### src/rtl/countdown_dec_pkg.sv
// Shared BCD counter definitions used by the down counter and its up-counting sibling.
// Digit width, largest legal digit, default wrap value and small BCD helpers.
package countdown_dec_pkg;

   localparam int         BCD_W            = 4;
   localparam logic [3:0] BCD_MAX_DIGIT    = 4'h9;
   localparam logic [7:0] MAXCOUNT_DEFAULT = 8'h59;

   // Operation selected for the current edge, after priority resolution.
   typedef enum logic [1:0] {
      OP_IDLE  = 2'd0,
      OP_DEC   = 2'd1,
      OP_LOAD  = 2'd2,
      OP_RESET = 2'd3
   } op_e;

   function automatic logic bcd_digit_ok(input logic [BCD_W-1:0] d);
      return d <= BCD_MAX_DIGIT;
   endfunction

   function automatic logic bcd_pair_ok(input logic [2*BCD_W-1:0] v);
      return bcd_digit_ok(v[2*BCD_W-1:BCD_W]) && bcd_digit_ok(v[BCD_W-1:0]);
   endfunction

endpackage

### src/rtl/countdown_dec_digit.sv
// One BCD digit of a down counter: decrements on borrow-in, wraps from 0 to the
// supplied wrap digit and propagates the borrow onward when it does.
module bcd_digit_down
   import countdown_dec_pkg::*;
(
   input  logic [BCD_W-1:0] digit,
   input  logic [BCD_W-1:0] wrap,
   input  logic             borrow_in,
   output logic [BCD_W-1:0] next_digit,
   output logic             borrow_out
);

   always_comb begin
      next_digit = digit;
      borrow_out = 1'b0;
      if (borrow_in) begin
         if (digit == '0) begin
            next_digit = wrap;
            borrow_out = 1'b1;
         end else begin
            next_digit = digit - 1'b1;
         end
      end
   end

endmodule

### src/rtl/countdown_dec.sv
// Two-digit BCD down counter with preset, ripple borrow out and done/error pulses.
// Define COUNTDOWN_DEC_HOLD_AT_ZERO_EN to saturate at 00 instead of wrapping to MAXCOUNT.
module countdown_dec
   import countdown_dec_pkg::*;
#(
   parameter logic [7:0] MAXCOUNT = MAXCOUNT_DEFAULT
)
(
   input  logic       Clk,
   input  logic       Reset,
   input  logic       Enable,
   input  logic       Load,
   input  logic [7:0] LoadValue,
   output logic [7:0] CurrentCount,
   output logic       RBO,
   output logic       Done,
   output logic       LoadErr
);

   logic [7:0]       count_q;
   logic [7:0]       count_d;
   logic             done_q;
   logic             done_d;
   logic             err_q;
   logic             err_d;
   op_e              op;
   logic             load_ok;
   logic [BCD_W-1:0] units_next;
   logic [BCD_W-1:0] tens_next;
   logic             units_borrow;
   logic             underflow;
   logic [7:0]       dec_value;

   // The units digit always sees a borrow; whether it is used depends on op.
   bcd_digit_down u_units (
      .digit      (count_q[3:0]),
      .wrap       (MAXCOUNT[3:0]),
      .borrow_in  (1'b1),
      .next_digit (units_next),
      .borrow_out (units_borrow)
   );

   bcd_digit_down u_tens (
      .digit      (count_q[7:4]),
      .wrap       (MAXCOUNT[7:4]),
      .borrow_in  (units_borrow),
      .next_digit (tens_next),
      .borrow_out (underflow)
   );

   assign dec_value = {tens_next, units_next};
   assign load_ok   = bcd_pair_ok(LoadValue) && (LoadValue <= MAXCOUNT);

   always_comb begin
      op = OP_IDLE;
      if (Reset) begin
         op = OP_RESET;
      end else if (Load) begin
         op = OP_LOAD;
      end else if (Enable) begin
         op = OP_DEC;
      end
   end

   always_comb begin
      count_d = count_q;
      done_d  = 1'b0;
      err_d   = 1'b0;
      case (op)
         OP_RESET: begin
            count_d = 8'h00;
         end
         OP_LOAD: begin
            if (load_ok) begin
               count_d = LoadValue;
            end else begin
               count_d = MAXCOUNT;
               err_d   = 1'b1;
            end
         end
         OP_DEC: begin
            // A borrow out of the tens digit means the count was already 00.
            if (underflow) begin
`ifdef COUNTDOWN_DEC_HOLD_AT_ZERO_EN
               count_d = count_q;
`else
               count_d = dec_value;
`endif
            end else begin
               count_d = dec_value;
               done_d  = (dec_value == 8'h00);
            end
         end
         default: begin
            count_d = count_q;
         end
      endcase
   end

   always_ff @(posedge Clk) begin
      if (Reset) begin
         count_q <= 8'h00;
         done_q  <= 1'b0;
         err_q   <= 1'b0;
      end else begin
         count_q <= count_d;
         done_q  <= done_d;
         err_q   <= err_d;
      end
   end

   assign CurrentCount = count_q;
   assign Done         = done_q;
   assign LoadErr      = err_q;
   assign RBO          = (count_q == 8'h00);

endmodule

### config.mk
export PLATFORM = sky130hd
export DESIGN_NAME = countdown_dec
export DESIGN_NICKNAME = d
export VERILOG_FILES = /design/src/rtl/countdown_dec_pkg.sv /design/src/rtl/countdown_dec_digit.sv /design/src/rtl/countdown_dec.sv
export SDC_FILE = /design/constraint.sdc
export NUM_CORES = 1
export LEC_CHECK = 0
export CORE_UTILIZATION = 48
export CTS_CLUSTER_SIZE = 25
export DETAILED_ROUTE_END_ITERATION = 8
export GPL_TIMING_DRIVEN = 0
export PLACE_DENSITY = 0.95
export SLEW_MARGIN = 40
export SYNTH_ARGS = -nofsm -noshare
export SYNTH_HDL_FRONTEND = slang
export SYNTH_SLANG_ARGS = --single-unit
### constraint.sdc
create_clock -name Clk -period 2.9 [get_ports Clk]
set_input_delay 0.435 -clock Clk [delete_from_list [all_inputs] [get_ports Clk]]
set_output_delay 0.435 -clock Clk [all_outputs]
set_load 0.1 [all_outputs]
==> impl_summary.log <==
INFO  metric result_of_the_run = finished, final reports clean
INFO  metric non_filler_cells_in_the_finished_layout = 128
INFO  metric cts-hold-fix-buffers = 0
INFO  metric ys_types = 38
INFO  metric htree_levels = 1
INFO  metric post-synth-top-area-cell = sky130_fd_sc_hd__dfxtp_1
INFO  metric boundaryPins = 23
INFO  metric power.density_cell_area = 409 mW/mm²
INFO  metric grt_first_pass_wirelength = 2.48 mm
INFO  metric cts_tree = built
INFO  metric topRoutingLayerUsed = met4
INFO  metric hold_path.class = reg2reg
INFO  metric clock_latency = approximately 270 ps
INFO  metric netlist_area = between 700 and 800 µm²
INFO  metric yosys_warnings = 0
INFO  metric firstDrtPassIters = 4
INFO  metric dp.cells = 125
INFO  metric critical_path_end_type = output port
INFO  metric dominantRegCellSynth = sky130_fd_sc_hd__dfxtp_1
INFO  metric floorplan.core_area = between 0.001 and 0.0015 mm²
INFO  metric cts.sink_count = 10
INFO  metric hpwlAfterDp = 1.34 mm
INFO  metric cell_count_after_synthesis = 88
INFO  metric cts_inserted_buffers = 3
INFO  metric hold_slack = 524 ps
INFO  metric finalWorstPathRequiredPeriod = 2590 ps
INFO  metric max_freq = about 0.39 GHz
INFO  metric number_of_nets_still_failing_antenna_checks_after_routing = 0
INFO  metric detailedRoute.firstIterationViolations = 33
INFO  metric synth.net_count = 106
INFO  metric synth_edf_count = 0
INFO  metric drc = 0
INFO  metric clk_pin_slew_worst_paths = about 60 ps
INFO  metric synth_largest_type_area_fraction = 0.278
INFO  metric cp_data_required_time = 2470 ps
INFO  metric first_global_vias = 584
INFO  metric syn-mean-instance-area = 8.19 µm²
INFO  metric worst_ep_arrival_time = 2160 ps
INFO  metric buffer_ports.inserted = 22
INFO  metric m1WireLength = 799 µm
INFO  metric gp_congestion = 0.786
INFO  metric grt_max_degree = 11
INFO  metric maxCapViolCount = 0
INFO  metric crit_fanout = 7
INFO  metric grt_setup_unrepaired = no
INFO  metric floorplan.die.height = between 40 and 50 µm
INFO  metric sum_of_internal_switching_and_leakage_power = roughly 0.38 mW
INFO  metric die_area = around 0.0017 mm²
INFO  metric route.final.wire_length = about 1.7 mm
INFO  metric combined_global_route_utilization_of_all_metal_layers = 0.231
INFO  metric cts_setup_buffers = 0
INFO  metric post_synth_most_frequent_cells = sky130_fd_sc_hd__dfxtp_1 (10), sky130_fd_sc_hd__a21oi_1 (7), sky130_fd_sc_hd__nor2_1 (7)
INFO  metric finalInstanceArea = 930 µm²
INFO  metric r2r-start = CurrentCount[0]
INFO  metric holdCritStartpoint = CurrentCount[1]
INFO  metric grt_overflow_total = 0
INFO  metric leakage_power_total = 0.387 nW
INFO  metric post-synth-top-count-cell = sky130_fd_sc_hd__dfxtp_1
INFO  metric crit_start = CurrentCount[0]
INFO  metric layout-drive-gt1-share = 0.168
INFO  metric clock_skew = around 3.2 ps
INFO  metric slew_violations = 0
INFO  metric synth.yosys.seq_area_share = 0.278
INFO  metric antenna_violations_before_repair = 0
INFO  metric clockBufferDepth = 2
INFO  metric setup.worst_path.start_class = flop
INFO  metric post_drt_wl_per_cell = roughly 13 µm
INFO  metric final-hold-violation-count = 0
INFO  metric synth-async-reset-ratio = 0
INFO  metric mean_number_of_vias_per_cell = between 5 and 6
INFO  metric wl_met3 = approximately 86 µm
INFO  metric postCtsResizedCells = 0
INFO  metric vdd.ir_drop.worst = approximately 230 µV
INFO  metric final.period_utilization = 0.894
INFO  metric dr_total_vias = 749
INFO  metric ant_diodes = 0
INFO  metric initial_utilization = 0.534
INFO  metric dr_wl_met2 = 758 µm
INFO  metric dieWidth = ~41 µm
INFO  metric finalNetCount = roughly 130
INFO  metric synthTopCellsByArea = sky130_fd_sc_hd__dfxtp_1 (28%), sky130_fd_sc_hd__ha_1 (10%), sky130_fd_sc_hd__a21oi_1 (4.9%), sky130_fd_sc_hd__a22oi_1 (4.2%), sky130_fd_sc_hd__nor2_1 (3.6%)
INFO  metric worst_pin_slew = 527 ps
INFO  metric ys_ff_latch = 10
INFO  metric place_area = 907 µm²
INFO  metric post_synthesis_to_final_layout_area_growth = 29.0%
INFO  metric rows = 13
INFO  metric cts-root-buf = sky130_fd_sc_hd__clkbuf_4
INFO  metric final-setup-viol-count = 0
INFO  metric critPathKind = reg2out
INFO  metric timing.max_slew.rel_slack = 0.648
-- worst max-delay path, stage by stage (launching register included) --
cell and delay [ps]:
sky130_fd_sc_hd__dfxtp_1 370, sky130_fd_sc_hd__inv_1 110, sky130_fd_sc_hd__ha_1 240, sky130_fd_sc_hd__nor4b_2 480, sky130_fd_sc_hd__nand2_1 160, sky130_fd_sc_hd__nor2_2 100, sky130_fd_sc_hd__buf_2 420
-- sequential cells by signal (all words and copies together), names as in the netlist --
signal,cells
Done,1
LoadErr,1
CurrentCount,8
-- cell families after synthesis --
kind of cell	share of synthesized area
AOI/OAI and AO/OA	0.273
adders and majority gates	0.104
DFF	0.278
muxes	0.0139
and+or+nand+nor	0.278
buffers and inverters	0.0417
xor gates and xnor gates	0.0122
-- through the flow --
| stage | setup slack [ps] | utilization | TNS, ps |
|---|---|---|---|
| after floorplan | 40.9 | - | 0 |
| after global placement | -65.5 | 0.713 | -65.5 |
| after detailed placement | 168 | 0.672 | 0 |
| after CTS | 303 | 0.689 | 0 |
| after global routing | 189 | 0.689 | 0 |
| final | 306 | 0.689 | 0 |
-- path summary, 6_finish.rpt --
| path | slack (ps) | depth (start not counted) | endpoint |
|---|---|---|---|
| setup / recovery | 310 | 6 | RBO |
| hold / removal | 520 | 2 | CurrentCount[1] |
| setup reg to reg | 1160 | 6 | CurrentCount[5] |
| hold reg to reg | 520 | 2 | CurrentCount[1] |
-- per-layer routing --
layer  up-vias  GRT usage
met5         -          0
met4         0      0.125
met3         5     0.0489
met2        24      0.397
met1       341      0.264
li1        379          -
-- power breakdown --
group	total (mW)	internal (mW)	switching (mW)	leakage, nW
sequential	0.148	0.142	0.00635	0.0811
clock	0.0959	0.0480	0.0479	0.0138
combinational	0.136	0.0435	0.0929	0.292
-- cells in the final DEF (no fill, tap or decap), types with 2 or more instances in the layout --
cell type and instances:
sky130_fd_sc_hd__a21oi_1 7, sky130_fd_sc_hd__clkdlybuf4s50_1 11, sky130_fd_sc_hd__nand3_1 2, sky130_fd_sc_hd__ha_1 6, sky130_fd_sc_hd__a22oi_1 4, sky130_fd_sc_hd__nor2b_1 2
sky130_fd_sc_hd__nand2b_1 3, sky130_fd_sc_hd__inv_1 6, sky130_fd_sc_hd__a211o_1 2, sky130_fd_sc_hd__a21o_1 2, sky130_fd_sc_hd__nand2_1 5, sky130_fd_sc_hd__buf_2 11
sky130_fd_sc_hd__o21ai_1 2, sky130_fd_sc_hd__o21ai_0 2, sky130_fd_sc_hd__clkbuf_4 3, sky130_fd_sc_hd__clkbuf_1 2, sky130_fd_sc_hd__nor2_1 6, sky130_fd_sc_hd__dfxtp_1 10
sky130_fd_sc_hd__nand4_1 2, sky130_fd_sc_hd__a31oi_1 2, sky130_fd_sc_hd__nor3b_1 2
-- final cells by class --
cell class / instances / area, µm²
multi-input cells: 70 / 493
fillers: 125 / 420
flip-flops and latches: 10 / 200
repair buffers: 22 / 165
clock buffers: 3 / 22.5
inverters: 6 / 22.5
well taps: 15 / 18.8
plain buffers: 2 / 7.51
Note: power is estimated with default switching activity, not from simulation.
==> patch 1 (same flow settings) <==
Add a define of `COUNTDOWN_DEC_HOLD_AT_ZERO_EN`.
--- a/src/rtl/countdown_dec.sv
+++ b/src/rtl/countdown_dec.sv
@@ -1,4 +1,6 @@
 // Two-digit BCD down counter with preset, ripple borrow out and done/error pulses.
 // Define COUNTDOWN_DEC_HOLD_AT_ZERO_EN to saturate at 00 instead of wrapping to MAXCOUNT.
+`define COUNTDOWN_DEC_HOLD_AT_ZERO_EN
+
 module countdown_dec
    import countdown_dec_pkg::*;
Behaviour: not the same (a bounded check fails within 4 cycles, from zero or initial values and one cycle with Reset high).
==> patch 1 against the original RTL <==
  * Highest routed layer unchanged
  * Non-clock buffer count up 1
  * Critical path type is now input port to flip-flop
  * Wire length up 23%
  * Setup slack worse by 0.19 ns
  * Final area up 13%
  * Clock power up 36%
  * Sequential cell count unchanged
  * Synthesized area up 13%
  * Fmax down 6.8%
  * Power up 22%
  * Cell count up 9.4%
==> patch 1: results (changes against the original RTL) <==
status completed; Worst Skew 0.00273 ns (-0.000449 ns); largest net degree at the start of global routing 11 (unchanged); dpl hpwl 1.51 mm (+13%); Syn Area/Cell 8.34 sq um (+1.8%); synthesized net count 115 (+8.5%); register area share after synthesis 0.245 (-0.0328); vias in the first global route 800 (+37%); clock transition at the registers of the reported paths 0.07 ns; fraction of registers with async set or reset after synthesis 0 (unchanged); first-pass GRT wire length 3.39 mm (+36%); Area after DPL 0.00100 sq mm (+11%); initial antenna violation count 0 (unchanged); DR iter-0 viols 30 (-9.1%); maximum VDD drop 224 uV (-3.8%); Worst-Margin Slew 0.494 ns (-0.0322 ns); Final GP Congestion 0.876 (+11%); Leak 0.420 nW (+8.5%); type of the worst min-delay path flip-flop to flip-flop; layout cells sized above 1 0.218 (+0.0496); clk root buf clkbuf_4; I/O Buffers 22 (unchanged); Skew-Pair Late Insertion Delay 0.27 ns (about the same); Unique masters post-synth 42 (+11%); synth top area cells dfxtp_1, ha_1, a31oi_1, o21ai_0, nand2_1; most instantiated cells after synthesis dfxtp_1, nand2_1, inv_1, nor2_1, o21ai_0; via count 875 (+17%); Worst EP arrival 2.97 ns (+0.81 ns); hold path depth 2 (unchanged); Non-Filler Instances 140 (+9.4%); CTS HTree Levels 1 (unchanged); TritonCTS Buffers 3 (unchanged); number of fill cells 128 (+2.4%); Yosys warnings 0 (unchanged); drt total wl 2.05 mm (+23%); Worst Path Max Fanout 10 (+3); ANT cells 0 (unchanged); All-Layer GR Usage 0.242 (+0.0104); max FFs per register 8 (unchanged); r2r worst-path depth 6 (unchanged); 1st-pass router iterations 4 (unchanged); CTS Buffer Depth 2 (unchanged)
[patch 1: changes by cell type after synthesis, sizes merged, moves of 3 or more]
cell / before / now
nand2: 5 / 8
a21oi: 7 / 3
o31a: 0 / 3
a31oi: 2 / 5
nor3: 1 / 4
a22oi: 4 / 0
[patch 1: timing repair]
item                                    4_1_cts  5_1_grt
endpoints found under the setup margin        0        3
buffers inserted                              0        0
endpoints found under the hold margin         0        0
gates resized for setup                       0        1
[patch 1: layer usage]
metal  GRT usage  up-vias  part of all wire
li1            -      419                 -
met1       0.288      393              0.39
met2       0.418       56              0.50
met3      0.0426        7             0.085
met4       0.103        0             0.019
met5           0        -                 0
[patch 1: worst paths after layout]
check             startpoint               to  slack, ns
max reg2reg  CurrentCount[0]  CurrentCount[0]       1.13
min reg2reg  CurrentCount[1]  CurrentCount[1]       0.53
min          CurrentCount[1]  CurrentCount[1]       0.53
max                    Reset  CurrentCount[4]       0.12
[patch 1: stage by stage]
| stage | util | setup WS [ns] | total power (W) |
|---|---|---|---|
| after floorplan | - | 0.0680 | 0.000288 |
| after global placement | 0.688 | -0.0393 | 0.000334 |
| after detailed placement | 0.652 | -0.131 | 0.000331 |
| after CTS | 0.675 | 0.0946 | 0.000460 |
| after global routing | 0.679 | -0.000454 | 0.000483 |
| final | 0.679 | 0.118 | 0.000463 |
[patch 1: report_power, final]
part           switching (W)  total [W]  leakage, nW  internal (W)
clock              0.0000541   0.000130       0.0210     0.0000763
sequential        0.00000594   0.000148       0.0811      0.000142
combinational       0.000126   0.000184        0.318     0.0000581
total               0.000186   0.000463        0.420      0.000277
[patch 1: critical path, cell delays in order]
cell and delay, ns:
clkdlybuf4s50_1 0.62, clkbuf_1 0.44, or2_2 0.22, inv_1 0.04
ha_1 0.24, nor3_4 0.40, a21oi_1 0.09, mux2_2 0.29
a221oi_2 0.19
[patch 1: cell type report]
cell class,instances,area [sq um],share of cell area
multi-input combinational,78,577,0.551
timing repair buffer,22,165,0.158
sequential,10,200,0.191
clock buffer,4,36.3,0.0346
buffer,3,22.5,0.0215
inverter,7,26.3,0.0251
tap,16,20.0,0.0191
[patch 1: cell families (layout without fill, tap and decap cells)]
kind of cell             Yosys count  in the layout  share of synthesized area
buffers and inverters             10             36                     0.0597
AO/OA/AOI/OAI                     31             31                      0.277
flip-flops                        10             10                      0.245
adder cells (fa/ha/maj)            5              5                     0.0766
AND/OR/NAND/NOR                   39             39                      0.303
multiplexers                       3              3                     0.0383
==> patch 2 (same flow settings) <==
Without the edit above. Register the output `CurrentCount` once more, cleared by the reset; this adds one clock of latency there. The other outputs are not delayed to match.
--- a/src/rtl/countdown_dec.sv
+++ b/src/rtl/countdown_dec.sv
@@ -110,5 +110,11 @@
    end
 
-   assign CurrentCount = count_q;
+   always_ff @(posedge Clk) begin
+      if (Reset) begin
+         CurrentCount <= '0;
+      end else begin
+         CurrentCount <= count_q;
+      end
+   end
    assign Done         = done_q;
    assign LoadErr      = err_q;
Formal check against the unedited RTL: not equivalent (a bounded check fails within 4 cycles, from zero or initial values and one cycle with Reset high).
==> patch 2 against the original RTL <==
  * Final area rose by 26%
  * Power grew 82%
  * Count of clock-buffer cells in the layout grew 1
  * Clock skew is 0.0025 ns higher
  * Clock power is 62% higher
  * Synthesized area up 27%
  * Sequential share of layout area rose by 9.3 points
  * Register-to-register slack got worse by 0.28 ns
  * Critical path type unchanged
  * Setup slack worse by 0.19 ns
  * Wire length rose by 7.7%
  * Non-clock buffer count grew 2
  * Sequential cell count increased by 8
==> patch 2: results (changes against the original RTL) <==
synth top area cells dfxtp_1, ha_1, nor2b_1, o21ai_0, nor2_1; r2r worst-path depth 7 (+1); Compound-Gate Fraction of Synth Area 0.169 (-0.104); comb_multi_in 77 (+10%); pre-CTS WS -0.293 ns (-0.461 ns); hold path startpoint count_q[5]; nonclk inv count 5 (-1); switch share 0.383 (-0.00395); first-pass GRT wire length 3.03 mm (+22%); multiplexer share of the synthesized area 0.0109 (-0.00299); hold path depth 1 (-1); vias in the first global route 783 (+34%); DR vias/cell 5.43 (-7.3%); Synth-to-Final Area Change 27.2%; Unique masters post-synth 33 (-13%); register area share after synthesis 0.392 (+0.115); Worst Hold Slack 0.537 ns (+0.0131 ns); RR Endpoint count_q[6]; nets 149 (+12%); Non-Filler Instances 155 (+21%); post-synthesis adder-cell area fraction 0.0817 (-0.0224); clock group share of total power 0.223 (-0.029); Worst Skew 0.00571 ns (+0.00254 ns); Clock group 0.000155 W (+62%); Critical Path Slowest Stage Cell dfxtp_1; Leak 0.542 nW (+40%); Final GP Congestion 0.865 (+10%); worst rel slew slack 0.677 (+0.0291); Clock Buffer Count 4 (+1); register area 360 sq um (+80%); xor/xnor cell area share of the yosys netlist 0 (-0.0122); area occupied by multi-input gates 532 sq um (+7.9%); Skew-Pair Late Insertion Delay 0.30 ns (+0.03 ns); FF-to-FF Start count_q[0]; drt total wl 1.80 mm (+7.7%); status completed; maximum VDD drop 340 uV (+46%); number of fill cells 157 (+26%); Post-CTS Resized 1 (+1); most instantiated cells after synthesis dfxtp_1, nor2_1, nor2b_1, o21ai_0, ha_1
patch 2: changes by cell type in the layout (fill, tap and decap cells not counted), moves of 3 or more:
cell,change
a22oi_1,-4
nor2_1,+6
nor2b_1,+7
a21oi_1,-3
nand2_1,-3
o21ai_0,+7
dfxtp_1,+8
nor3_1,+3
patch 2: layer usage:
layer	track usage	share of wire	vias up
met5	0	0	-
li1	-	-	422
met1	0.223	0.43	378
met3	0.0238	0.053	6
met2	0.369	0.49	35
met4	0.0765	0.021	0
patch 2: worst max path at each step:
stage                     from  slack (ns)  cells after the start    endpoint
floorplan           count_q[0]        0.29                      6         RBO
global placement    count_q[0]       -0.28                      7         RBO
detailed placement       Reset       -0.29                     10  count_q[2]
CTS                 count_q[0]        0.04                      7         RBO
global route        count_q[0]       0.009                      7         RBO
finish              count_q[0]        0.12                      7         RBO
